**src/rtl/io_bus_responder.sv**
```systemverilog
// IO-bus responder: LEDs, debounced switch-input channel, seven-segment output channel.
// Define IO_CYCLE_COUNTER_EN to build the free-running cycle counter at 0x14.

module io_debounce #(
    parameter logic [19:0] DB_CYCLES = 20'd1000000
) (
    input  logic clk,
    input  logic rst,
    input  logic btn,
    output logic rise
);
    logic [1:0]  sync;
    logic        level;
    logic [19:0] cnt;

    // The level flips only after DB_CYCLES consecutive cycles of disagreement.
    always_ff @(posedge clk or negedge rst) begin
        if (!rst) begin
            sync  <= '0;
            level <= 1'b0;
            cnt   <= '0;
            rise  <= 1'b0;
        end else begin
            sync <= {sync[0], btn};
            rise <= 1'b0;
            if (sync[1] != level) begin
                if (cnt == DB_CYCLES - 20'd1) begin
                    level <= ~level;
                    cnt   <= '0;
                    rise  <= ~level;
                end else begin
                    cnt <= cnt + 20'd1;
                end
            end else begin
                cnt <= '0;
            end
        end
    end
endmodule

module io_bus_responder #(
    parameter logic [19:0] DB_CYCLES   = 20'd1000000,
    parameter logic [16:0] SCAN_CYCLES = 17'd100000
) (
    input  logic        clk,
    input  logic        rst,
    input  logic [7:0]  io_addr,
    input  logic [31:0] io_dout,
    input  logic        io_we,
    output logic [31:0] io_din,
    input  logic [15:0] sw,
    input  logic        btn_in,
    input  logic        btn_out,
    output logic [15:0] led,
    output logic [7:0]  an,
    output logic [6:0]  seg
);
    localparam int NUM_BTN = 2;

    logic [NUM_BTN-1:0] btn_v, rise;
    logic               in_vld, out_rdy;
    logic [15:0]        in_data;
    logic [31:0]        seg_data;
    logic [16:0]        scan_cnt;
    logic [2:0]         digit;
    logic [3:0]         nib;

    // Index 0 commits the switch input, index 1 acknowledges the display.
    assign btn_v = {btn_out, btn_in};

    for (genvar i = 0; i < NUM_BTN; i++) begin : g_db
        io_debounce #(.DB_CYCLES(DB_CYCLES)) u_db (
            .clk (clk),
            .rst (rst),
            .btn (btn_v[i]),
            .rise(rise[i])
        );
    end

    wire wr_led = io_we && (io_addr == 8'h00);
    wire wr_vld = io_we && (io_addr == 8'h04);
    wire wr_seg = io_we && (io_addr == 8'h10);

    always_ff @(posedge clk or negedge rst) begin
        if (!rst) begin
            led      <= '0;
            in_vld   <= 1'b0;
            in_data  <= '0;
            out_rdy  <= 1'b1;
            seg_data <= '0;
        end else begin
            if (wr_led)
                led <= io_dout[15:0];
            if (wr_vld)
                in_vld <= 1'b0;
            // A clear in the same cycle frees the slot for the new capture.
            if (rise[0] && (!in_vld || wr_vld)) begin
                in_vld  <= 1'b1;
                in_data <= sw;
            end
            if (wr_seg) begin
                seg_data <= io_dout;
                out_rdy  <= 1'b0;
            end else if (rise[1]) begin
                out_rdy <= 1'b1;
            end
        end
    end

    always_ff @(posedge clk or negedge rst) begin
        if (!rst) begin
            scan_cnt <= '0;
            digit    <= '0;
        end else if (scan_cnt == SCAN_CYCLES - 17'd1) begin
            scan_cnt <= '0;
            digit    <= digit + 3'd1;
        end else begin
            scan_cnt <= scan_cnt + 17'd1;
        end
    end

`ifdef IO_CYCLE_COUNTER_EN
    logic [31:0] cycle;
    wire         wr_cyc = io_we && (io_addr == 8'h14);

    always_ff @(posedge clk or negedge rst) begin
        if (!rst)        cycle <= '0;
        else if (wr_cyc) cycle <= '0;
        else             cycle <= cycle + 32'd1;
    end
`endif

    always_comb begin
        io_din = '0;
        case (io_addr)
            8'h00: io_din = {16'b0, led};
            8'h04: io_din = {31'b0, in_vld};
            8'h08: io_din = {16'b0, in_data};
            8'h0C: io_din = {31'b0, out_rdy};
            8'h10: io_din = seg_data;
`ifdef IO_CYCLE_COUNTER_EN
            8'h14: io_din = cycle;
`endif
            default: io_din = '0;
        endcase
    end

    assign an  = ~(8'b1 << digit);
    assign nib = seg_data[{digit, 2'b00} +: 4];

    always_comb begin
        case (nib)
            4'h0: seg = 7'b1000000;
            4'h1: seg = 7'b1111001;
            4'h2: seg = 7'b0100100;
            4'h3: seg = 7'b0110000;
            4'h4: seg = 7'b0011001;
            4'h5: seg = 7'b0010010;
            4'h6: seg = 7'b0000010;
            4'h7: seg = 7'b1111000;
            4'h8: seg = 7'b0000000;
            4'h9: seg = 7'b0010000;
            4'hA: seg = 7'b0001000;
            4'hB: seg = 7'b0000011;
            4'hC: seg = 7'b1000110;
            4'hD: seg = 7'b0100001;
            4'hE: seg = 7'b0000110;
            default: seg = 7'b0001110;
        endcase
    end
endmodule

```
**config.mk**
```make
export PLATFORM = sky130hd
export DESIGN_NAME = io_bus_responder
export DESIGN_NICKNAME = d
export VERILOG_FILES = /design/src/rtl/io_bus_responder.sv
export SDC_FILE = /design/constraint.sdc
export NUM_CORES = 1
export LEC_CHECK = 0
export CAP_MARGIN = 20
export CORE_MARGIN = 2
export CORE_UTILIZATION = 50
export CTS_BUF_LIST = sky130_fd_sc_hd__clkbuf_4
export CTS_CLUSTER_SIZE = 16
export DETAILED_ROUTE_END_ITERATION = 8
export PLACE_DENSITY = 0.8
export REMOVE_ABC_BUFFERS = 1
export SLEW_MARGIN = 20
export SYNTH_ARGS = -nofsm -noshare
export SYNTH_HDL_FRONTEND = slang
export SYNTH_SLANG_ARGS = --single-unit
```
**constraint.sdc**
```tcl
create_clock -name clk -period 2.9 [get_ports clk]
set_input_delay 0.58 -clock clk [delete_from_list [all_inputs] [get_ports clk]]
set_output_delay 0.58 -clock clk [all_outputs]
set_load 0.005 [all_outputs]
```
== Yosys cells after proc, flatten, opt, wreduce, memory -nomap -nowiden ==
Memories as Yosys holds them, arrays and structs flattened.
Cells that the tools add are included.

* Flip-flop bits (word level): 134
* Latch bits: 0
* RAM bits: 0
* Bits in read-only memories: 112
* Bits of input ports: 61
* Memories kept: 1

{| class="wikitable"
|+ Memories
! name !! words !! bits a word !! read ports !! clocked after Yosys merged registers in !! wr ports !! line !! source
|-
| (no name shown) || 16 || 7 || 1 || 0 || 0 || 152 || <nowiki>case (nib)</nowiki>
|}

* Add/sub/neg operators: 4
* Multipliers: 0
* Divide/modulo/power cells: 0
* $lt $le $gt $ge: 0
* Equality and inequality tests: 9
* Shift operators: 2
* Multiplexer cells: 14
* Bitwise operators: 3
* Reduce and logical (&&, ||, !) cells: 11

{| class="wikitable"
|+ Operator list
! cell !! count
|-
| one-hot mux 32 bit (5 select lines) || 1
|-
| 2-to-1 mux 20 bit || 4
|-
| adder 20 x 1 -> 20 bit, second input constant || 2
|-
| equality test 20 bit, second input constant || 2
|-
| variable part select 32 x 6 -> 4 bit || 1
|-
| adder 17 x 1 -> 17 bit, second input constant || 1
|-
| equality test 17 bit, second input constant || 1
|-
| 2-to-1 mux 17 bit || 1
|-
| equality test 8 x 4 -> 1 bit, second input constant || 2
|-
| equality test 8 x 3 -> 1 bit, second input constant || 1
|-
| equality test 8 x 5 -> 1 bit, second input constant || 1
|-
| logical NOT 8 bit || 1
|-
| 2-to-1 mux 1 bit || 8
|-
| inverter 8 bit || 1
|-
| << shifter 1 x 3 -> 8 bit, first input constant || 1
|-
| logical AND 1 bit || 4
|-
| AND reduction 2 bit || 2
|-
| nonzero test 2 bit || 2
|-
| adder 3 x 1 -> 3 bit, second input constant || 1
|-
| inequality test 1 bit || 2
|-
| inverter 1 bit || 2
|-
| logical NOT 1 bit || 1
|-
| logical OR 1 bit || 1
|}

== Depth between registers and ports, before layout ==
* Word-level depth: 5
* Gate-level depth with buffers: 8
* Gate-level depth less buffers: 7

== By module ==
A second synthesis with hierarchy kept.

* Cells, all modules: 560
* Area total of the unflattened synthesis: 6892.9 sq um

{| class="wikitable"
|+ Modules (own cells, without submodules)
! module !! instances !! cells each !! area each (sq um)
|-
| io_bus_responder || 1 || 346 || 4523.1
|-
| io_debounce || 2 || 107 || 1184.9
|}

== Least setup slack after synthesis ==
OpenSTA, ideal clock, no wires.

* Path type: register to output
* From: register digit[0]
* To: output seg[4]
* Arrival: 2.203 ns
* Path slack: 0.117 ns
* Cell stages (with the launch flop): 8
* Buffers on the path: 1
* Cell sequence: dfrtp_1 > buf_2 > mux4_2 > mux2i_1 > inv_1 > ha_1 > mux2_2 > o21ai_0

* Word-level cells in the longest chain between the ends: 2

{| class="wikitable"
|+ RTL lines
! element !! line !! source
|-
| start: declaration || 65 || <nowiki>logic [2:0] digit;</nowiki>
|-
| start signal: assignment || 116 || <nowiki>digit <= digit + 3'd1;</nowiki>
|-
| variable part select 32 x 6 -> 4 bit || 149 || <nowiki>assign nib = seg_data[{digit, 2'b00} +: 4];</nowiki>
|-
| memory (16 x 7 bit) || -- ||
|-
| end: declaration || 56 || <nowiki>output logic [6:0] seg</nowiki>
|}

No other way between the ends.

== Worst setup path in the final report ==
* From: register digit[0]
* To: output seg[0]

Same word-level chain as after synthesis.

==> summary.md <==
| Metric | Value |
|---|---|
| Initial antenna violation count | `1` |
| Final Max Slew Viols | `0` |
| Die area | `0.0144 mm^2` |
| CTS tree | `built` |
| Total CTS buffers | `17` |
| Adder-cell share of the synthesized area | `0.0260` |
| Largest family of logic cells by synthesized area | `simple AND/OR/NAND/NOR gates` |
| Setup crit start | `digit[0]` |
| CTS sink count | `134` |
| Fillers | `853` |
| CP Capture Type | `output pin` |
| Detailed Route WL | `19200 um` |
| Final nets | `868` |
| Sequential cell area fraction in the yosys report | `0.499` |
| Type of origin of the critical path | `flop` |
| # DRC | `0` |
| Static leakage | `4.39 nW` |
| Drt wl/cell | `19.6 um` |
| Cell Rows | `42` |
| Ys Warns | `0` |
| Post-synthesis xor/xnor area fraction | `0.0534` |
| Cell mode on critical path | `buf_6` |
| Worst slew margin | `0.613` |
| Mux contribution to synthesized area | `0.169` |
| Crit-path max cell delay | `0.56 ns` |
| Wire length of the first global-routing pass | `29800 um` |
| Placement Cell Area | `0.00848 mm^2` |
| Clock Power Share | `0.332` |
| Layout cells sized above 1 | `0.354` |
| Max frequency | `0.298 GHz` |
| Post-synthesis cell count | `580` |
| Failing checks | `negative setup slack` |
| Average cell area after synthesis | `11.6 um^2` |
| Psw | `0.857 mW` |
| Initial Util | `0.510` |
| Worst-margin pin slew | `0.580 ns` |
| RSZ-0062 raised after global routing | `yes` |
| Post-synth top flop | `dfrtp_1` |
| Switching share of power | `0.249` |
| Critical path, cell by cell | `buf_6 -> mux4_2 -> mux2i_2 -> buf_4 -> buf_6 -> buf_6 -> ha_4 -> nor3b_4 -> a211o_1 -> buf_2` |
| Overall Power | `3.45 mW` |
| CP Buf/Inv Count | `5` |
| Setup violators final | `17` |
| Register area | `0.00336 mm^2` |
| Area of the multi-input gates | `0.00344 mm^2` |
| Max clock buf depth | `2` |
| Gr ovfl total | `0` |
| Min-delay worst type | `input port to asynchronous set/reset pin` |
| VDD IR max | `203 uV` |
| IO Pins | `124` |
| Detailed Route Iter0 Violations | `476` |
| Via count | `5599` |
| Combinational power share | `0.102` |
| Via density per instance | `5.71` |
| Compound-Gate Fraction of Synth Area | `0.0573` |
| Worst skew pair latency | `0.54 ns` |
| Skew final | `0.0179 ns` |
| CTS clock-pin slew for the worst setup and hold paths | `0.11 ns` |
| Gpl congestion | `0.850` |
| Final HPWL DP | `11700 um` |
| First-pass DRT Iterations | `5` |
| Fraction of registers with async set/reset | `1.00` |
| Worst EP arrival | `2.78 ns` |
| Final setup margin | `-0.459 ns` |
| Power Dens Cells | `372 mW/mm^2` |
| Crit path max-delay family | `multiplexers` |
| Root cell of the clock tree | `clkbuf_4` |
| Design area | `0.00927 mm^2` |
| Area Growth Syn to Fin | `37.9%` |
| H-tree Lvls | `4` |
| Port Buffers | `123` |
| Sequential share of power | `0.566` |
| Ant diodes | `0` |
| Simple-Gate Fraction of Synth Area | `0.170` |
| Status | `finished with violations` |
| DRT antenna net count | `0` |
| Critical path class | `flop to output pin` |
| Distinct cell type count after synthesis | `56` |
| FF+latch count, synth | `134` |
| Die X | `120 um` |
| Max-cap violation count | `0` |
| Slowest CP cell | `mux4_2` |
| P_int | `2.59 mW` |
| CP max FO | `4` |
| Post-Syn Area | `0.00673 mm^2` |
| Hold Fails Final Rpt | `0` |
| Largest net degree at the start of global routing | `68` |
| Total core area | `0.0132 mm^2` |
| Tmin final | `3.36 ns` |
| Post-synth EDFFs | `0` |
| Worst R2R Start | `scan_cnt[12]` |
| Die Y | `120 um` |
| CP required | `2.32 ns` |
| Final worst path period share | `1.16` |
| All-layer global routing usage | `0.268` |
| Vias in the first global route | `5755` |
power by group through the flow:
stage	sequential, mW	clock [mW]	combinational, mW
final	1.95	1.14	0.353
after global routing	1.95	1.26	0.379
after CTS	1.94	1.16	0.335
after detailed placement	1.98	0	0.317
after global placement	1.98	0	0.306
after floorplan	1.97	0	0.0923
metal layers:
metal | track usage | part of all wire
met3 | 0.0741 | 0.067
met5 | 0 | 0
met4 | 0.129 | 0.029
met1 | 0.317 | 0.39
met2 | 0.452 | 0.51
sequential cells by signal (all words and copies together) (netlist names), 2 cells and up:
signal	cells
scan_cnt	17
seg_data	32
in_data	16
led	16
g_db.u_db.level	2
g_db.u_db.cnt	40
digit	3
g_db.u_db.sync	4
g_db.u_db.rise	2
Yosys cell counts (9+ instances only):
cell,n,area share
a21oi_1,14,0.010
a22oi_1,15,0.017
and2_1,20,0.019
dfrtp_1,133,0.49
ha_1,14,0.026
inv_1,17,0.0095
mux2_2,61,0.10
mux2_4,10,0.022
mux2i_1,9,0.013
nand2_1,53,0.030
nand3_1,18,0.013
nand4_1,16,0.015
nor2_1,38,0.021
nor3_1,9,0.0067
o31ai_1,10,0.011
or4_1,11,0.012
xnor2_1,19,0.025
xor2_1,22,0.029
stage by stage:
step | setup WS, ns | TNS, ns | instances | hold slack, ns | util
after floorplan | -0.341 | -11.60 | 561 | 0.284 | -
after detailed placement | -0.494 | -17.03 | 907 | 0.335 | 0.643
final | -0.459 | -2.91 | 980 | 0.0187 | 0.703
after global placement | -0.468 | -15.66 | 907 | 0.335 | 0.643
after global routing | -0.547 | -4.08 | 980 | 0.0342 | 0.703
after CTS | -0.429 | -2.57 | 974 | 0.0228 | 0.696
cell type report:
class                   count  share of cell area
clock buffers              17              0.0138
repair buffers            213               0.209
flip-flops and latches    134               0.362
multi-input cells         409               0.371
well taps                 176              0.0238
inverters                  18             0.00756
clock inverters            13              0.0126
layout by cell type, fill, tap and decap left out, drive strengths merged, types with 14 or more instances in the layout:
master and n:
a21oi 14, a22oi 15, and2 20, buf 112, clkbuf 29, clkdlybuf4s50 76, dfrtp 133, ha 14
inv 18, mux2 71, nand2 54, nand3 19, nand4 16, nor2 39, xnor2 19, xor2 22
final timing paths:
check                                        to  cells after the start  slack, ns
max                                      seg[0]                     10      -0.46
min                                    digit[2]                      1       0.02
max reg2reg                            digit[1]                      4       0.61
min reg2reg                g_db[1].u_db.sync[1]                      0       0.36
max in group asynchronous               out_rdy                      2       2.06
min in group clk           g_db[1].u_db.sync[1]                      0       0.36
repair_timing:
| action | 4_1_cts | 5_1_grt |
|---|---|---|
| hold buffers | 0 | 0 |
| gates cloned | 4 | 0 |
| pin swaps | 17 | 24 |
| resized for setup | 168 | 60 |
| setup buffers | 33 | 10 |
| setup endpoints to repair | 41 | 29 |
kinds of logic after synthesis:
| family | count (synthesis) |
|---|---|
| buf+inv | 37 |
| simple gates | 210 |
| fa+ha+maj | 14 |
| compound gates | 54 |
| flops | 134 |
| xor+xnor | 41 |
| mux | 90 |
worst reg2reg max path: cells and delay by family (launching register included):
family	cells	cell delay (ns)
muxes	1	0.39
and+or+nand+nor	3	1.38
DFF	1	0.43
No activity file was read; power rests on OpenSTA's default activity.
